--- config.mk ---
export PLATFORM = sky130hd
export DESIGN_NAME = irq_ctrl
export DESIGN_NICKNAME = d
export VERILOG_FILES = /design/src/rtl/irq_ctrl.sv
export SDC_FILE = /design/constraint.sdc
export NUM_CORES = 1
export LEC_CHECK = 0
export ABC_AREA = 0
export BUFFER_PORTS_ARGS = -buffer_cell sky130_fd_sc_hd__clkbuf_2
export CAP_MARGIN = 30
export CORE_AREA = 2 2 57 59
export DETAILED_ROUTE_END_ITERATION = 10
export DIE_AREA = 0 0 59 61
export PLACE_DENSITY = 0.9
export SLEW_MARGIN = 20
export SYNTH_ARGS = -nofsm -noshare
export SYNTH_HDL_FRONTEND = slang
export SYNTH_SLANG_ARGS = --single-unit
export TNS_END_PERCENT = 10
--- constraint.sdc ---
create_clock -name clk -period 2.35 [get_ports clk]
set_clock_uncertainty 0.15 [all_clocks]
set_input_delay 0 -clock clk [delete_from_list [all_inputs] [get_ports clk]]
set_output_delay 0 -clock clk [all_outputs]
set_load 0.03 [all_outputs]
--- src/rtl/irq_ctrl.sv ---
// Interrupt controller: latches six sources into PEND, masks them and exposes PEND/MASK/ACK/ID registers.
// Define IRQ_CTRL_EDGE_EN for rising-edge latching; the default build latches on level.
module irq_ctrl (
   input  logic        clk,
   input  logic        reset,
   input  logic [5:0]  src,
   input  logic [31:0] addr,
   input  logic [31:0] wdata,
   input  logic [3:0]  byteen,
   output logic [31:0] rdata,
   output logic [5:0]  hwint,
   output logic        irq
);

   localparam int unsigned NSRC    = 6;
   localparam int unsigned ID_W    = 3;
   localparam logic [31:0] BASE    = 32'h0000_7f40;
   localparam logic [1:0]  SEL_PEND = 2'd0;
   localparam logic [1:0]  SEL_MASK = 2'd1;
   localparam logic [1:0]  SEL_ACK  = 2'd2;
   localparam logic [1:0]  SEL_ID   = 2'd3;

   logic [NSRC-1:0] pend;
   logic [NSRC-1:0] mask;
   logic [NSRC-1:0] set_c;
   logic [NSRC-1:0] ack_clr_c;
   logic [ID_W-1:0] id_c;
   logic            in_win_c;
   logic            wr_en_c;
   logic [1:0]      reg_sel_c;
   logic            unused_bits;

   assign unused_bits = ^{wdata[31:NSRC], byteen[3:1], addr[1:0]};

   // Four-word window decoded on the word address only.
   assign in_win_c  = (addr[31:4] == BASE[31:4]);
   assign reg_sel_c = addr[3:2];
   assign wr_en_c   = byteen[0] & in_win_c;
   assign ack_clr_c = (wr_en_c && reg_sel_c == SEL_ACK) ? wdata[NSRC-1:0] : '0;

`ifdef IRQ_CTRL_EDGE_EN
   logic [NSRC-1:0] src_q;

   always_ff @(posedge clk) begin
      if (reset) src_q <= '0;
      else       src_q <= src;
   end

   assign set_c = src & ~src_q;
`else
   assign set_c = src;
`endif

   // Set is ORed in after the clear so a coincident set wins.
   always_ff @(posedge clk) begin
      if (reset) begin
         pend <= '0;
         mask <= '0;
      end else begin
         pend <= (pend & ~ack_clr_c) | set_c;
         if (wr_en_c && reg_sel_c == SEL_MASK) mask <= wdata[NSRC-1:0];
      end
   end

   assign hwint = pend & mask;
   assign irq   = |hwint;

   // Lowest index wins, so scan from the top and let lower bits overwrite.
   always_comb begin
      id_c = '0;
      for (int i = NSRC - 1; i >= 0; i--) begin
         if (hwint[i]) id_c = ID_W'(i + 1);
      end
   end

   always_comb begin
      rdata = '0;
      if (in_win_c) begin
         case (reg_sel_c)
            SEL_PEND: rdata[NSRC-1:0] = pend;
            SEL_MASK: rdata[NSRC-1:0] = mask;
            SEL_ID:   rdata[ID_W-1:0] = id_c;
            default:  rdata = '0;
         endcase
      end
   end

endmodule

# [After elaboration in Yosys (flattened, before gate mapping)]
# Index checks and enable logic that the tools add are counted.
[classes] addsub=0 mul=0 div_mod_pow=0 magnitude_cmp=0 n_eq_ne=4 shifts=0 n_mux=10 bitwise_logic=5 n_reduce_logical=4
[ops] operator="equality test 28 x 11 -> 1 bit, second input constant" count=1
[ops] operator="two-way mux 3 bit" count=6
[ops] operator="bitwise AND 6 bit" count=2
[ops] operator="two-way mux 6 bit" count=2
[ops] operator="one-hot mux 3 bit (3 select lines)" count=1
[ops] operator="inverter 6 bit" count=1
[ops] operator="bitwise OR 6 bit" count=1
[ops] operator="one-hot mux 3 bit (2 select lines)" count=1
[ops] operator="OR reduction 6 bit" count=1
[ops] operator="equality test 2 bit, second input constant" count=2
[ops] operator="equality test 2 x 1 -> 1 bit, second input constant" count=1
[ops] operator="logical AND 1 bit" count=2
[ops] operator="logical NOT 2 bit" count=1
[ops] operator="bitwise AND 1 bit" count=1
[totals] register_bits=12 latch_bits=0 mem_bits_rw=0 romBits=0 inputBits=76 out_inout_bits=39 elab_cells=25 n_memories=0

# [Depth between registers and ports, before layout]
# Gate-level depths: netlist of the first run.
[logic_depth] ltp_word=9 ltp_mapped=6 ltp_nobuf=5

# [Worst setup path after synthesis of the first run]
# OpenSTA, ideal clock, no wires.
[synth_path] kind="register to output" start="register pend[5]" end="output rdata[1]" arrival_time_ps=1674 required_time_ps=2200 setup_slack_ps=526 stages_incl_launch_ff=5 cell_sequence="dfxtp_1 and2_1 a31oi_1 or3_1 a311oi_2"
[synth_between] elab_chain_len=9
[synth_lines] element="from (decl)" line_no="23" text="logic [NSRC-1:0] pend;"
[synth_lines] element="from (signal assigned)" line_no="60" text="pend <= (pend & ~ack_clr_c) | set_c;"
[synth_lines] element="bitwise AND 6 bit" line_no="65" text="assign hwint = pend & mask;"
[synth_lines] element="net hwint[5]" line_no="11" text="output logic [5:0] hwint,"
[synth_lines] element="two-way mux 3 bit (6 in a row)" line_no="72" text="if (hwint[i]) id_c = ID_W'(i + 1);"
[synth_lines] element="one-hot mux 3 bit (3 select lines)" line_no="79" text="case (reg_sel_c)"
[synth_lines] element="two-way mux 6 bit" line_no="78" text="if (in_win_c) begin"
[synth_lines] element="to (decl)" line_no="10" text="output logic [31:0] rdata,"
# The timed path passes the listed nets, and every way through them passes these cells.

# [Worst setup path in the final report of the first run]
[layout_path] start="register pend[5]" end="output rdata[1]"
[layout_between] elab_chain_len=9
[layout_lines] element="bitwise AND 6 bit" line_no="65"
[layout_lines] element="two-way mux 3 bit (6 in a row)" line_no="72"
[layout_lines] element="one-hot mux 3 bit (3 select lines)" line_no="79"
[layout_lines] element="two-way mux 6 bit" line_no="78"
# Every way passes these cells.

==> summary.md, run 1 <==
| Metric | Value |
|---|---|
| Run status | `complete, no violations` |
| DIE AREA | `0.00360 sq mm` |
| Slew Limit Fails | `0` |
| Fraction of layout cells with a size suffix above 1 | `0.368` |
| Total wire length | `2610 um` |
| Worst path max stage delay | `0.39 ns` |
| Floorplan row count | `20` |
| PortBufs | `57` |
| Max Root-Sink Buffers | `2` |
| WL met2 | `1320 um` |
| Die Span Y | `61 um` |
| Gr usage total | `0.150` |
| MaxCap Viol Count | `0` |
| CTS Buf Count | `3` |
| Post-DP HPWL | `2200 um` |
| FF/Latch Area | `240 sq um` |
| Area grow syn2layout | `32.8%` |
| Leak pwr | `0.714 nW` |
| Setup violators final | `0` |
| Synth area leaders | `dfxtp_1, buf_4, a311oi_1, nor3_2, nor4b_4` |
| Initial antenna violation count | `0` |
| Global-route wire length before repair | `4170 um` |
| Synth area leader | `dfxtp_1` |
| Simple-gate share of the synthesized area | `0.311` |
| Hold Slack | `0.0914 ns` |
| CTS tree | `done` |
| Hold Vio Cnt, Final | `0` |
| Filler cells | `308` |
| Io pins | `115` |
| DRT iter0 DRCs | `51` |
| Tcrit/Tclk final | `0.808` |
| M1 WL | `1090 um` |
| Vias in the first global route | `1008` |
| Syn Area/Cell | `8.11 sq um` |
| Synthesized flop and latch total | `12` |
| Via Count | `1141` |
| Commonest non-fill, non-tap cell in the layout | `clkbuf_2` |
| Critical Path RT | `2.20 ns` |
| Kind of critical path | `reg2out` |
| Synth top area share | `0.221` |
| Die width | `59 um` |
| Most frequent cells in the layout | `clkbuf_2, conb_1, dlygate4sd3_1` |
| VDD IR max | `0.000186 V` |
| Largest family of logic cells by synthesized area | `simple AND/OR/NAND/NOR gates` |
| Count of clock tree sinks | `12` |
| CP arrival | `1.75 ns` |
| Slowest CP cell | `dfxtp_1` |
| Endpoint class of the critical path | `primary output` |
| Post-synthesis mux area share | `0.0380` |
| Synth Area in Compound Gates | `0.181` |
| Post-Syn Area | `0.00109 sq mm` |
| Global route total overflow | `0` |
| Synthesized instance count | `134` |
| Tot Pwr | `0.533 mW` |
| Post-cts sizing count | `0` |
| PD cells | `369 mW/mm^2` |
| CTS root buf | `clkbuf_4` |
| Diode count | `0` |
| Post-synthesis sequential area ratio | `0.221` |
| Core area | `0.00295 sq mm` |
| Cell variety after synth | `33` |
| Synth Area in Adders | `0` |
| XOR/XNOR share of the synthesized area | `0` |
| Largest net degree at the start of global routing | `13` |
| DRC viols | `0` |
| Worst-Skew Late Latency | `0.26 ns` |
| RSZ-0062 raised after global routing | `no` |
| Multi-input logic area | `673 sq um` |
| Topmost layer with routed signal wires | `met4` |
| Reg clk slew, reported paths | `0.08 ns` |
| Final Wtd Congestion | `0.837` |
| Max FO, Critical Path | `4` |
| F_max | `0.527 GHz` |
| Cells along the critical path | `and2_1, a31oi_1, or3_1, a311oi_2, clkbuf_2` |
| Post-DRT Antenna Nets | `0` |
| Hold/Removal Path Class | `in2reg` |
| Drt pass-1 iters | `4` |
| Total Neg Setup Slack | `0 ns` |
| Synth warn | `0` |
| CTS H-tree lvls | `1` |
| Vias per cell | `4.88` |
| Final worst path period need | `1.90 ns` |
| Post-DR wirelength/cell | `11.2 um` |
| Final net count | `278` |
| Setup bufs post-CTS | `0` |
| Met3 wire length | `170 um` |
| Initial Utilization | `0.368` |
| Type of origin of the critical path | `flip-flop` |
cells in the mapped netlist:
cell,number
buf_4,26
dfxtp_1,12
inv_1,10
a21oi_1,9
nand2_1,7
nand3_1,7
nor2_1,7
o21ai_0,7
a311oi_1,6
nor3_2,5
and2_1,4
buf_2,4
mux2i_1,3
nor4_1,3
a222oi_1,2
a311oi_2,2
and4_1,2
nor4b_4,2
or3_1,2
a31oi_1,1
and3b_1,1
and4_2,1
and4bb_2,1
buf_6,1
clkbuf_1,1
conb_1,1
mux2_2,1
nand4_1,1
nand4_4,1
nor2b_1,1
nor3b_1,1
o211ai_1,1
or2_1,1
critical path: cells and delay by family (launching register included):
| kind | cells | cell delay, ns |
|---|---|---|
| compound gates | 2 | 0.35 |
| buf+inv | 1 | 0.24 |
| flops | 1 | 0.39 |
| simple gates | 2 | 0.50 |
kinds of logic (layout without fill, tap and decap cells):
kind of cell,count (synthesis),count (layout)
buf+inv,42,84
other cells,1,26
flops,12,12
mux,4,4
simple gates,47,47
compound gates,28,28
path summary, 6_finish.rpt:
check	slack (ns)	from	to	depth (start not counted)
setup / recovery	0.45	pend[5]	rdata[1]	5
hold / removal	0.09	addr[24]	mask[5]	5
setup reg to reg	0.85	pend[3]	pend[3]	3
hold reg to reg	0.36	mask[5]	mask[5]	2
registers in the layout, indices dropped and copies added, names as in the netlist:
name	flops
pend	6
mask	6
power breakdown:
group | internal (mW) | switching (mW)
logic | 0.0573 | 0.0947
clock network | 0.0941 | 0.0675
registers | 0.211 | 0.00849
metal layers:
layer  GRT usage  up-vias
li1            -      565
met1       0.175      512
met2       0.283       60
met3      0.0128        4
met4      0.0617        0
met5           0        -
what timing repair did:
item,in CTS,in global routing
hold buffers,13,0
endpoints found under the setup margin,0,0
endpoints found under the hold margin,12,0
stage by stage:
step,utilization,cells,instance area (sq um),setup WS [ns]
after floorplan,-,159,1180,0.526
after global placement,0.433,217,1280,0.714
after detailed placement,0.433,217,1280,0.689
after CTS,0.489,234,1440,0.458
after global routing,0.489,234,1440,0.334
final,0.489,234,1440,0.452
area by class of cell:
cell class,count,share of cell area
multi-input combinational,105,0.466
clock buffer,4,0.0251
inverter,10,0.0260
timing repair buffer,70,0.288
tap,33,0.0286
sequential,12,0.166
(Power assumes the default switching activity.)
==> run 2, diff against run 1 <==
Settings changed: ABC_AREA 0 to 1, CORE_AREA 2 2 57 59 to 2 2 63 65, DIE_AREA 0 0 59 61 to 0 0 65 67, PLACE_DENSITY 0.9 to 0.81.
Clock period 2.35 ns to 1.65 ns, I/O delays scaled along.
==> summary.md, run 2 <==
| Metric | Value |
|---|---|
| EDFF count, synth | `0` |
| Synth top area share | `0.209` |
| Worst-Skew Late Latency | `0.24 ns` |
| Tot Pwr | `0.882 mW` |
| Syn Area/Cell | `5.81 sq um` |
| Max FO, Critical Path | `3` |
| Tcrit/Tclk final | `0.930` |
| Type of origin of the critical path | `flip-flop` |
| Initial Utilization | `0.319` |
| Slew Limit Fails | `0` |
| Via Count | `1309` |
| Leak pwr | `0.932 nW` |
| Max Root-Sink Buffers | `2` |
| Fraction of layout cells with a size suffix above 1 | `0.290` |
| Post-DP HPWL | `2400 um` |
| Synthesized instance count | `198` |
| Final net count | `353` |
| Post-route cell area | `0.00164 sq mm` |
| Endpoint class of the critical path | `primary output` |
| Dpl cell area | `0.00139 sq mm` |
| Die Span Y | `67 um` |
| Final Util | `0.455` |
| Setup violators final | `0` |
| Post-DRT Antenna Nets | `0` |
| Global route total overflow | `0` |
| Commonest non-fill, non-tap cell in the layout | `clkbuf_2` |
| CTS root buf | `clkbuf_8` |
| Final Wtd Congestion | `0.918` |
| DRT iter0 DRCs | `19` |
| Critical Path RT | `1.50 ns` |
| Final worst path period need | `1.54 ns` |
| Vias per cell | `4.04` |
| Final std cells w/o fill | `324` |
| Regs by FF count | `mask (6), pend (6)` |
| Post-Syn Area | `0.00115 sq mm` |
| Slowest CP cell | `dfxtp_1` |
| Synthesized flop and latch total | `12` |
| CP Launch Point | `pend[3]` |
| Total Neg Setup Slack | `0 ns` |
| Core area | `0.00361 sq mm` |
| VDD IR max | `0.000673 V` |
| MaxCap Viol Count | `0` |
| Synth area leader | `dfxtp_1` |
| F_max | `0.651 GHz` |
| PortBufs | `57` |
| RSZ-0062 raised after global routing | `yes` |
| Diode count | `0` |
| Reg clk slew, reported paths | `0.06 ns` |
| Die width | `65 um` |
| Io pins | `115` |
| Run status | `complete, no violations` |
| Synth area leaders | `dfxtp_1, buf_4, nand2_1, inv_1, nor2_1` |
| Global-route wire length before repair | `4970 um` |
| Worst path max stage delay | `0.37 ns` |
| Area grow syn2layout | `42.8%` |
| Count leader, synth | `nand2_1` |
| Synth warn | `0` |
| Initial antenna violation count | `0` |
| Gr usage total | `0.147` |
| Drt pass-1 iters | `4` |
| Inst Count DP | `302` |
| Top FF cell, synth | `dfxtp_1` |
| Hold/Removal Path Class | `in2reg` |
| Hold Crit Start | `reset` |
| CTS tree | `done` |
| Asr flop ratio synth | `0` |
| Post-DR wirelength/cell | `9.44 um` |
| DIE AREA | `0.00436 sq mm` |
| Hold Vio Cnt, Final | `0` |
| CTS H-tree lvls | `1` |
| Largest net degree at the start of global routing | `13` |
| Total wire length | `3060 um` |
| Kind of critical path | `reg2out` |
| Post-synth top cells | `nand2_1, inv_1, buf_4` |
| Filler cells | `382` |
| Post-synthesis sequential area ratio | `0.209` |
| Count of clock tree sinks | `12` |
| Most frequent cells in the layout | `clkbuf_2, nand2_1, inv_1` |
| CP arrival | `1.39 ns` |
| DRC viols | `0` |
| Vias in the first global route | `1301` |
| Floorplan row count | `22` |
| Cell variety after synth | `21` |
| R2r startpoint | `pend[0]` |
| CTS Buf Count | `3` |
| Cells along the critical path | `nand2_2, nand2_1, o21ai_0, a221oi_1, nor2_1, buf_2` |
| PD cells | `537 mW/mm^2` |
run 2: cell types whose count changed in the layout (fill, tap and decap cells not counted), sizes merged, moves of 5 or more:
| cell | change |
|---|---|
| a311oi | -8 |
| nand2 | +41 |
| nand4 | +5 |
| inv | +32 |
| dlygate4sd3 | +5 |
| nor2 | +22 |
run 2: cell families after synthesis:
family | Yosys count | share of synthesized area
other | 1 | 0.00326
DFF | 12 | 0.209
AOI/OAI and AO/OA | 23 | 0.104
buffers and inverters | 69 | 0.317
and+or+nand+nor | 93 | 0.367
run 2: final cells by class:
type,instances,area [sq um],share of cell area
well taps,48,60.1,0.0366
repair buffers,76,478,0.291
flip-flops and latches,12,244,0.149
clock buffers,4,55.1,0.0335
inverters,42,158,0.0960
multi-input cells,142,647,0.394
run 2: metal layers:
| metal | global-route usage | vias to the layer above | share of wire |
|---|---|---|---|
| met1 | 0.145 | 549 | 0.40 |
| met3 | 0.0101 | 6 | 0.043 |
| met4 | 0.0665 | 0 | 0.022 |
| met2 | 0.307 | 47 | 0.53 |
| met5 | 0 | - | 0 |
| li1 | - | 707 | - |
run 2: power by group:
part | leakage [nW] | internal, mW | switching [mW]
registers | 0.0995 | 0.301 | 0.0107
logic | 0.803 | 0.0914 | 0.151
clock network | 0.0288 | 0.211 | 0.116
total | 0.932 | 0.604 | 0.278
run 2: path summary, 6_finish.rpt:
kind	end	slack, ns	depth (start not counted)
max	rdata[1]	0.11	6
min	mask[5]	0.05	4
min reg2reg	mask[4]	0.39	4
max reg2reg	pend[0]	0.28	3
run 2: worst max-delay path: cells and delay by family (launching register included):
kind / cells / cell delay [ns]
DFF: 1 / 0.37
AOI/OAI and AO/OA: 2 / 0.33
and+or+nand+nor: 3 / 0.25
buffers and inverters: 1 / 0.18
run 2: what timing repair did:
action,in CTS,in global routing
setup endpoints to repair,1,4
hold endpoints to repair,12,0
resized for setup,1,12
hold buffers,18,0
gates cloned,0,0
buffers inserted,0,0
pin swaps,0,2
run 2: through the flow:
step | setup slack, ns | hold WS [ns]
after global placement | 0.146 | 0.0713
final | 0.115 | 0.0486
after detailed placement | 0.152 | 0.0793
after CTS | 0.00493 | 0.0523
after global routing | -0.0116 | 0.0952
after floorplan | 0.0750 | -0.0809
